File: src/rtl/seg7_scan_display.sv
// Time-multiplexed 7-segment driver: latches a value, converts it to per-digit glyphs
// (binary, hex or decimal via iterative double-dabble) and scans them onto a shared bus.
module seg7_scan_display #(
  parameter int WIDTH       = 8,
  parameter int DIGITS      = 4,
  parameter int REFRESH_DIV = 50000,
  parameter int ACTIVE_LOW  = 1
) (
  input  logic              clk,
  input  logic              rst,
  input  logic [WIDTH-1:0]  value_i,
  input  logic [1:0]        mode_i,
  input  logic              blank_lz_i,
  input  logic              load_i,
  output logic              ready_o,
  output logic [7:0]        seg_o,
  output logic [DIGITS-1:0] an_o
);

  localparam int NHEX = (WIDTH + 3) / 4;
  localparam int NBCD = (WIDTH * 30103) / 100000 + 1;
  localparam int BW   = 4 * NBCD;
  localparam int NN   = (WIDTH > DIGITS) ? WIDTH : DIGITS;
  localparam int CW   = (REFRESH_DIV > 1) ? $clog2(REFRESH_DIV) : 1;
  localparam int IW   = (DIGITS > 1) ? $clog2(DIGITS) : 1;
  localparam int SW   = $clog2(WIDTH);

  localparam logic [6:0]        G_BLANK = 7'b0000000;
  localparam logic [6:0]        G_DASH  = 7'b0000001;
  localparam logic [7:0]        SEG_OFF = (ACTIVE_LOW != 0) ? 8'hFF : 8'h00;
  localparam logic [DIGITS-1:0] AN_RST  = (ACTIVE_LOW != 0) ? ~DIGITS'(1) : DIGITS'(1);

  typedef enum logic {IDLE, CONV} state_t;

  state_t state_q, state_d;

  logic [WIDTH-1:0]       sh_q, sh_n;
  logic [BW-1:0]          bcd_q, bcd_adj, bcd_n;
  logic [SW-1:0]          sc_q;
  logic                   lz_q;
  logic [DIGITS-1:0][6:0] digits_q, digits_d, built;
  logic [CW-1:0]          cnt_q, cnt_d;
  logic [IW-1:0]          idx_q, idx_d;
  logic                   wrap, accept, conv_last;
  logic [1:0]             b_mode;
  logic                   b_lz, ovf;
  logic [4*NHEX-1:0]      hexv;
  logic [3:0]             nib [NN];
  int unsigned            msd;
  logic [7:0]             seg_raw, seg_nx;
  logic [DIGITS-1:0]      an_raw, an_nx;

  function automatic logic [6:0] glyph(input logic [3:0] d);
    logic [6:0] g;
    case (d)
      4'h0: g = 7'b1111110;
      4'h1: g = 7'b0110000;
      4'h2: g = 7'b1101101;
      4'h3: g = 7'b1111001;
      4'h4: g = 7'b0110011;
      4'h5: g = 7'b1011011;
      4'h6: g = 7'b1011111;
      4'h7: g = 7'b1110000;
      4'h8: g = 7'b1111111;
      4'h9: g = 7'b1111011;
      4'hA: g = 7'b1110111;
      4'hB: g = 7'b0011111;
      4'hC: g = 7'b1001110;
      4'hD: g = 7'b0111101;
      4'hE: g = 7'b1001111;
      default: g = 7'b1000111;
    endcase
    return g;
  endfunction

  // FSM: state register
  always_ff @(posedge clk) begin
    if (rst) state_q <= IDLE;
    else     state_q <= state_d;
  end

  // FSM: next state
  always_comb begin
    state_d = state_q;
    case (state_q)
      IDLE:    if (load_i && mode_i == 2'b10) state_d = CONV;
      CONV:    if (sc_q == SW'(WIDTH - 1)) state_d = IDLE;
      default: state_d = IDLE;
    endcase
  end

  // FSM: outputs
  always_comb begin
    ready_o = (state_q == IDLE);
  end

  assign accept    = load_i && ready_o;
  assign conv_last = (state_q == CONV) && (sc_q == SW'(WIDTH - 1));

  // One double-dabble step: add 3 to every nibble >= 5, then shift left.
  always_comb begin
    bcd_adj = bcd_q;
    for (int unsigned k = 0; k < NBCD; k++) begin
      if (bcd_adj[4*k +: 4] >= 4'd5) bcd_adj[4*k +: 4] = bcd_adj[4*k +: 4] + 4'd3;
    end
    {bcd_n, sh_n} = {bcd_adj, sh_q} << 1;
  end

  // Glyph builder; the final conversion step feeds it directly so digits update on completion.
  always_comb begin
    b_mode = conv_last ? 2'b10 : mode_i;
    b_lz   = conv_last ? lz_q : blank_lz_i;
    hexv   = '0;
    hexv[WIDTH-1:0] = value_i;
    for (int unsigned k = 0; k < NN; k++) nib[k] = '0;
    case (b_mode)
      2'b00: for (int unsigned k = 0; k < WIDTH; k++) nib[k] = {3'b000, value_i[k]};
      2'b01: for (int unsigned k = 0; k < NHEX; k++)  nib[k] = hexv[4*k +: 4];
      2'b10: for (int unsigned k = 0; k < NBCD; k++)  nib[k] = bcd_n[4*k +: 4];
      default: ;
    endcase
    ovf = 1'b0;
    for (int unsigned k = DIGITS; k < NN; k++) begin
      if (nib[k] != 4'd0) ovf = 1'b1;
    end
    msd = 0;
    for (int unsigned k = 0; k < DIGITS; k++) begin
      if (nib[k] != 4'd0) msd = k;
    end
    for (int unsigned i = 0; i < DIGITS; i++) begin
      if (b_mode == 2'b11)                          built[i] = G_BLANK;
      else if (ovf)                                 built[i] = G_DASH;
      else if (b_lz && b_mode != 2'b00 && i > msd)  built[i] = G_BLANK;
      else                                          built[i] = glyph(nib[i]);
    end
  end

  always_comb begin
    digits_d = digits_q;
    if ((state_q == IDLE && accept && mode_i != 2'b10) || conv_last) digits_d = built;
  end

  // Scan: seg/an both come from the next index and next digits, so they switch together.
  always_comb begin
    wrap  = (cnt_q == CW'(REFRESH_DIV - 1));
    cnt_d = wrap ? '0 : cnt_q + CW'(1);
    idx_d = idx_q;
    if (wrap) idx_d = (idx_q == IW'(DIGITS - 1)) ? '0 : idx_q + IW'(1);
    seg_raw = {digits_d[idx_d], 1'b0};
    an_raw  = DIGITS'(1) << idx_d;
    seg_nx  = (ACTIVE_LOW != 0) ? ~seg_raw : seg_raw;
    an_nx   = (ACTIVE_LOW != 0) ? ~an_raw : an_raw;
  end

  always_ff @(posedge clk) begin
    if (rst) begin
      digits_q <= '0;
      cnt_q    <= '0;
      idx_q    <= '0;
      seg_o    <= SEG_OFF;
      an_o     <= AN_RST;
      sh_q     <= '0;
      bcd_q    <= '0;
      sc_q     <= '0;
      lz_q     <= 1'b0;
    end else begin
      digits_q <= digits_d;
      cnt_q    <= cnt_d;
      idx_q    <= idx_d;
      seg_o    <= seg_nx;
      an_o     <= an_nx;
      if (state_q == IDLE && accept) begin
        sh_q  <= value_i;
        bcd_q <= '0;
        sc_q  <= '0;
        lz_q  <= blank_lz_i;
      end else if (state_q == CONV) begin
        sh_q  <= sh_n;
        bcd_q <= bcd_n;
        sc_q  <= sc_q + SW'(1);
      end
    end
  end

endmodule

File: config.mk
export PLATFORM = sky130hd
export DESIGN_NAME = seg7_scan_display
export DESIGN_NICKNAME = d
export VERILOG_FILES = /design/src/rtl/seg7_scan_display.sv
export SDC_FILE = /design/constraint.sdc
export NUM_CORES = 1
export LEC_CHECK = 0
export BUFFER_PORTS_ARGS = -buffer_cell sky130_fd_sc_hd__buf_4
export CORE_MARGIN = 2
export CORE_UTILIZATION = 50
export CTS_BUF_LIST = sky130_fd_sc_hd__clkbuf_16
export CTS_CLUSTER_DIAMETER = 200
export CTS_CLUSTER_SIZE = 24
export DETAILED_ROUTE_END_ITERATION = 6
export PLACE_DENSITY_LB_ADDON = 0.15
export SKIP_CTS_REPAIR_TIMING = 1
export SLEW_MARGIN = 30
export SYNTH_ARGS = -nofsm -noshare
export SYNTH_HDL_FRONTEND = slang
export SYNTH_SLANG_ARGS = --single-unit
File: constraint.sdc
create_clock -name clk -period 10.05 [get_ports clk]
set_clock_uncertainty 0.2 [all_clocks]
set_input_delay 0 -clock clk [delete_from_list [all_inputs] [get_ports clk]]
set_output_delay 0 -clock clk [all_outputs]
set_load 0.005 [all_outputs]
==> results of run 1 <==
state kept, by name, indices dropped and copies added, names as in the netlist:
register / count
cnt_q: 16
seg_o: 7
idx_q: 2
sh_q: 8
sc_q: 3
lz_q: 1
an_o: 4
state_q: 1
digits_q: 28
bcd_q: 12
where the power goes:
part | internal, mW | leakage, nW | switching (mW)
Combinational | 0.0425 | 1.36 | 0.0604
Sequential | 0.337 | 0.667 | 0.00600
Clock | 0.195 | 0.146 | 0.144
Total | 0.574 | 2.17 | 0.211
cell usage after synthesis, types with 3 or more instances:
cell type and n:
nand2b_1 6, o22ai_1 6, nand3_1 14, a32oi_1 4, mux2i_1 18, a21o_1 4, buf_2 4, o31ai_1 6
dfxtp_1 82, nand4_1 3, xor2_1 7, ha_1 27, nor2b_1 15, a31oi_1 3, inv_1 22, a211oi_1 12
o31a_1 4, nor3_1 12, xnor2_1 7, nand2_1 61, o21ai_0 21, nor2_1 77, a221o_1 4, and3_1 4
a21oi_1 57, a211o_1 5, and2_1 11, mux2_2 4, nor3b_1 5, a2111oi_0 3, a22oi_1 7, o211ai_1 3
a32o_1 3, or3_1 6, clkbuf_1 25
worst register-to-register path, delay by kind of cell, from the launching register on:
| family | cells | cell delay (ns) |
|---|---|---|
| and+or+nand+nor | 3 | 0.88 |
| DFF | 1 | 0.32 |
| AOI/OAI and AO/OA | 6 | 1.58 |
| adders and majority gates | 3 | 0.68 |
cells by family after synthesis:
group	Yosys count	share of synthesized area
XOR/XNOR	14	0.02541
flip-flops	82	0.3402
AO/OA/AOI/OAI	169	0.2370
adder cells (fa/ha/maj)	27	0.07000
buffers and inverters	55	0.04537
multiplexers	23	0.05133
other	1	0.0007771
AND/OR/NAND/NOR	230	0.2300
area by class of cell:
cell class                 instances  area (um^2)
clock buffer                       9        225.2
clock inverter                     7        75.07
fill                             876         3739
inverter                          22        82.58
multi-input combinational        464         2979
sequential                        82         1642
tap                              129        161.4
timing repair buffer              45        380.4
routing by layer:
metal	routed length (um)	vias up
li1	-	2196
met1	5560	2124
met2	6198	129
met3	586	23
met4	264	0
met5	0	-
how the worst max path moves through the flow:
stage | end | slack (ns) | depth (start not counted)
floorplan | seg_o[3]$_SDFF_PP1_ | 6.49 | 15
global placement | seg_o[3]$_SDFF_PP1_ | 6.42 | 12
detailed placement | seg_o[3]$_SDFF_PP1_ | 6.35 | 12
CTS | seg_o[3]$_SDFF_PP1_ | 6.32 | 12
global route | seg_o[2]$_SDFF_PP1_ | 6.00 | 12
finish | seg_o[3]$_SDFF_PP1_ | 6.30 | 12
through the flow:
step / util / cells
detailed placement: 0.5456 / 725
finish: 0.5973 / 758
CTS: 0.5779 / 741
floorplan: - / 601
global placement: 0.5456 / 725
global route: 0.5973 / 758
==> results.md, run 1 <==
- Synthesized cell area: 4826 um^2
- Cells after Synth: 601
- Post-synth ARST share: 0
- Status: finished with violations
- Final period utilization: 0.3733
- Clk buf depth: 2
- Crit path launch: sc_q[0]$_SDFFE_PP0P_
- Top cell by count, worst path: ha_1
- Setup ws final: 6.298 ns
- Max H-tree Level: 3
- WP buf/inv: 0
- Die Width: 102.2 um
- Final Cell Area: 5545 um^2
- RSZ-0062 raised after global routing: no
- ANT nets after route: 0
- LEAKAGE: 2.170 nW
- Core area: 9284 um^2
- Worst r2r src: sc_q[0]$_SDFFE_PP0P_
- CP max stage cell: a22oi_2
- Initial antenna violation count: 0
- Worst Setup Start Kind: flip-flop
- Final setup TNS: 0 ns
- GRT Overall Usage: 0.2445
- Mapped Avg Cell Area: 8.030 um^2
- Share of the synthesized area in the top cell type: 0.3402
- First-pass detailed-route iteration total: 6
- Num CTS Buffers: 9
- Peak supply drop: 71.17 uV
- Hold depth: 5
- GR Util met1: 0.3131
- Hold Violations, Final: 1
- Post-synth EDFFs: 0
- Skew-Pair Late Insertion Delay: 0.34 ns
- Fmax achieved: 266.5 MHz
- Area grow syn2layout: 14.91%
- Clk sinks: 82
- Seq/Total Area, Yosys: 0.3402
- Die area: 10,450 um^2
- HP Start: load_i
- Critical path class: reg -> reg
- Area contributors post-synth: dfxtp_1 34%, ha_1 7.0%, nor2_1 6.0%
- IO Port Bufs: 25
- Cell taking the most area after synthesis: dfxtp_1
- Top delay family on crit path: compound AO/OA/AOI/OAI gates
- GP Congestion: 0.8851
- Final setup viols: 0
- GRT met2 Usage: 0.4170
- Diode count: 0
- RR Endpoint: seg_o[3]$_SDFF_PP1_
- Remaining DRCs: 0
- Most common cell after layout, fill and taps aside: dfxtp_1
- Hold path endpoint: sh_q[7]$_SDFFE_PP0P_
- Starting DRT DRC Count: 314
- Top_reg_cell synth: dfxtp_1
- Failing checks: hold timing
- Gr ovfl total: 0
- First-pass GRT wire length: 19,950 um
- Syn Nets: 642
- I/O pin count: 27
- Max-Cap Viols: 0
- Worst Tran Pin Value: 0.9522 ns
- Final WL: 12,610 um
- YS warnings: 0
- R2R Setup Slk: 6.30 ns
- Starting Density: 0.5198
- Pwr dens: 141.5 nW/um^2
- Die H: 102.2 um
- Most frequent cells in the layout: 82 x dfxtp_1, 77 x nor2_1, 61 x nand2_1, 56 x a21oi_1, 28 x buf_4
- Reg2Reg Depth: 12
- Final nets: 665
- Largest net degree at the start of global routing: 48
- Busiest grt layer: met2
- DP Worst Slack: 6.346 ns
- Vias/cell: 5.900
- Unique cell type count in the Yosys netlist: 73
- Number of synthesized register bits: 82
- Rel. slew slack: 0.3614
- Share of cells above drive strength 1: 0.1002
- Met3 GRT Util: 0.03899
- Total power: 0.7847 mW
- DP HPWL: 9055 um
- Required @ worst endpoint: 10.11 ns
- TritonCTS clock tree: built
- Reg clk slew, reported paths: 0.07 ns
- Worst Hold Class: in -> reg
- Worst hold slack: -0.001800 ns
- Crit path max fanout: 10
- DR vias: 4,472
- Vias in the first global route: 4,012
- Root buf cell: clkbuf_16
- Worst setup EP type: flip-flop
- DP Area: 5065 um^2
- Row count: 35
- Max-slew violations: 0
- Critical-path cell list: ha_1, ha_1, and2_1, nor2_1, o21a_1, ha_1, or3b_1, a22oi_2, a41oi_1, o221a_2, a211o_1, a2bb2oi_1
- Fin crit period: 3.752 ns
- CP arrival: 3.81 ns
- Critical path's largest stage delay: 0.38 ns
- Average wire per standard cell: 16.64 um
No activity file was read; power rests on OpenSTA's default activity.
==> inputs of run 2 (changes only) <==
- clock period: 10.05 -> 3.9 ns (I/O delays scaled with it)
==> run 2 against run 1 <==
Compared with the run above: the run still ends with hold timing left; core utilization grew 0.50 points; sequential share of layout area shrank 0.25 points; first-iteration DRC count shrank 21%; count of clock-buffer cells in the layout is the same; die area is the same; register-to-register slack lost 5.9 ns; design area grew 0.83%; total power grew to 2.5 times the previous value; worst hold slack lost 0.019 ns; global-route usage grew 0.56 points; critical endpoint is now seg_o[6]$_SDFF_PP1_; largest power group unchanged.
==> results.md, run 2 (synthesis results as in run 1) <==
- First-pass detailed-route iteration total: 7
- Critical path class: reg -> reg
- Root buf cell: clkbuf_16
- Core area: 9284 um^2
- Hold path endpoint: sh_q[6]$_SDFFE_PP0P_
- DP HPWL: 9071 um
- Largest net degree at the start of global routing: 48
- Initial antenna violation count: 0
- Reg clk slew, reported paths: 0.07 ns
- Vias in the first global route: 4,284
- Die H: 102.2 um
- GP Congestion: 1.016
- Skew-Pair Late Insertion Delay: 0.35 ns
- RSZ-0062 raised after global routing: no
- Num CTS Buffers: 9
- Share of cells above drive strength 1: 0.1144
- Worst Tran Pin Value: 0.8009 ns
- LEAKAGE: 2.200 nW
- TritonCTS clock tree: built
- Row count: 35
- Max H-tree Level: 3
- Worst r2r src: bcd_q[8]$_SDFFE_PP0P_
- Final nets: 674
- Gr ovfl total: 0
- First-pass GRT wire length: 20,630 um
- Worst Hold Class: in -> reg
- Worst hold slack: -0.02092 ns
- GRT Overall Usage: 0.2500
- Starting DRT DRC Count: 249
- Most frequent cells in the layout: 82 x dfxtp_1, 77 x nor2_1, 61 x nand2_1, 56 x a21oi_1, 39 x buf_4
- Crit path max fanout: 10
- Diode count: 0
- ANT nets after route: 0
- Rel. slew slack: 0.4628
- Clk sinks: 82
- HP Start: load_i
- Worst setup EP type: flip-flop
- Die Width: 102.2 um
- Final period utilization: 0.9098
- Clk buf depth: 2
- Peak supply drop: 175.1 uV
- Fin crit period: 3.548 ns
- Fmax achieved: 281.8 MHz
- Average wire per standard cell: 16.21 um
- DR vias: 4,470
- Final WL: 12,430 um
- Max-slew violations: 0
- CP arrival: 3.57 ns
- DP Area: 5147 um^2
- # fillers: 858
- Starting Density: 0.5198
- Die area: 10,450 um^2
- IO Port Bufs: 25
- Worst Setup Start Kind: flip-flop
- I/O pin count: 27
- Failing checks: hold timing
- DP Worst Slack: 0.4649 ns
- Required @ worst endpoint: 3.92 ns
- Largest regs: digits_q (28), cnt_q (16), bcd_q (12)
- Setup ws final: 0.3520 ns
- Area grow syn2layout: 15.87%
- Final Cell Area: 5592 um^2
- Pwr dens: 356.9 nW/um^2
- Reg2Reg Depth: 13
- Final setup viols: 0
- Most common cell after layout, fill and taps aside: dfxtp_1
- Largest register FFs: 28
- Final setup TNS: 0 ns
- Hold Violations, Final: 2
- Status: finished with violations
- Top reg by flops: digits_q
- R2R Setup Slk: 0.35 ns
- RR Endpoint: seg_o[6]$_SDFF_PP1_
- Remaining DRCs: 0
- Max-Cap Viols: 0
- Vias/cell: 5.828
- Hold depth: 5
run 2: metrics by stage:
| step | util | total power, mW | cells |
|---|---|---|---|
| floorplan | - | 1.073 | 601 |
| global placement | 0.5544 | 1.146 | 736 |
| detailed placement | 0.5544 | 1.151 | 736 |
| CTS | 0.5861 | 1.999 | 752 |
| global route | 0.6023 | 2.080 | 767 |
| finish | 0.6023 | 1.996 | 767 |
run 2: worst max-delay path by stage:
stage                                     end  slack (ns)                   from  cells past startpoint
final                     seg_o[6]$_SDFF_PP1_        0.35  bcd_q[8]$_SDFFE_PP0P_                     13
after CTS                 seg_o[6]$_SDFF_PP1_        0.37   sc_q[0]$_SDFFE_PP0P_                     12
after detailed placement  seg_o[1]$_SDFF_PP1_        0.46  bcd_q[4]$_SDFFE_PP0P_                     13
after floorplan           seg_o[3]$_SDFF_PP1_        0.34   sc_q[0]$_SDFFE_PP0P_                     15
after global routing      seg_o[6]$_SDFF_PP1_        0.03  bcd_q[8]$_SDFFE_PP0P_                     13
after global placement    seg_o[2]$_SDFF_PP1_        0.41  bcd_q[4]$_SDFFE_PP0P_                     14
run 2: worst max-delay path, stage by stage (launching register included):
cell      delay (ns)
dfxtp_1         0.35
inv_1           0.10
ha_1            0.32
nand2b_1        0.14
a21oi_1         0.20
xnor2_1         0.13
nand2_1         0.17
ha_1            0.22
or3b_1          0.37
a22oi_2         0.36
a41oi_1         0.26
a22oi_1         0.21
a21oi_1         0.08
a222oi_1        0.34
run 2: layout make-up:
class	instances	area, um^2	share of cell area
Multi-Input combinational cell	464	2969	0.5310
Sequential cell	82	1642	0.2936
Timing Repair Buffer	54	442.9	0.07921
Clock buffer	9	225.2	0.04028
Tap cell	129	161.4	0.02887
Inverter	22	82.58	0.01477
Clock inverter	7	68.82	0.01231
run 2: report_power, final:
| group | internal [mW] | switching, mW |
|---|---|---|
| Combinational | 0.112 | 0.153 |
| Clock | 0.452 | 0.395 |
| Sequential | 0.868 | 0.0159 |
| Total | 1.43 | 0.564 |
run 2: routing by layer:
layer  vias up  part of all wire  global-route usage
met5         -                 0                   0
met4         0             0.023             0.07795
met3        24             0.045             0.03899
met2       139              0.49              0.4398
met1      2093              0.44              0.3146
li1       2214                 -                   -
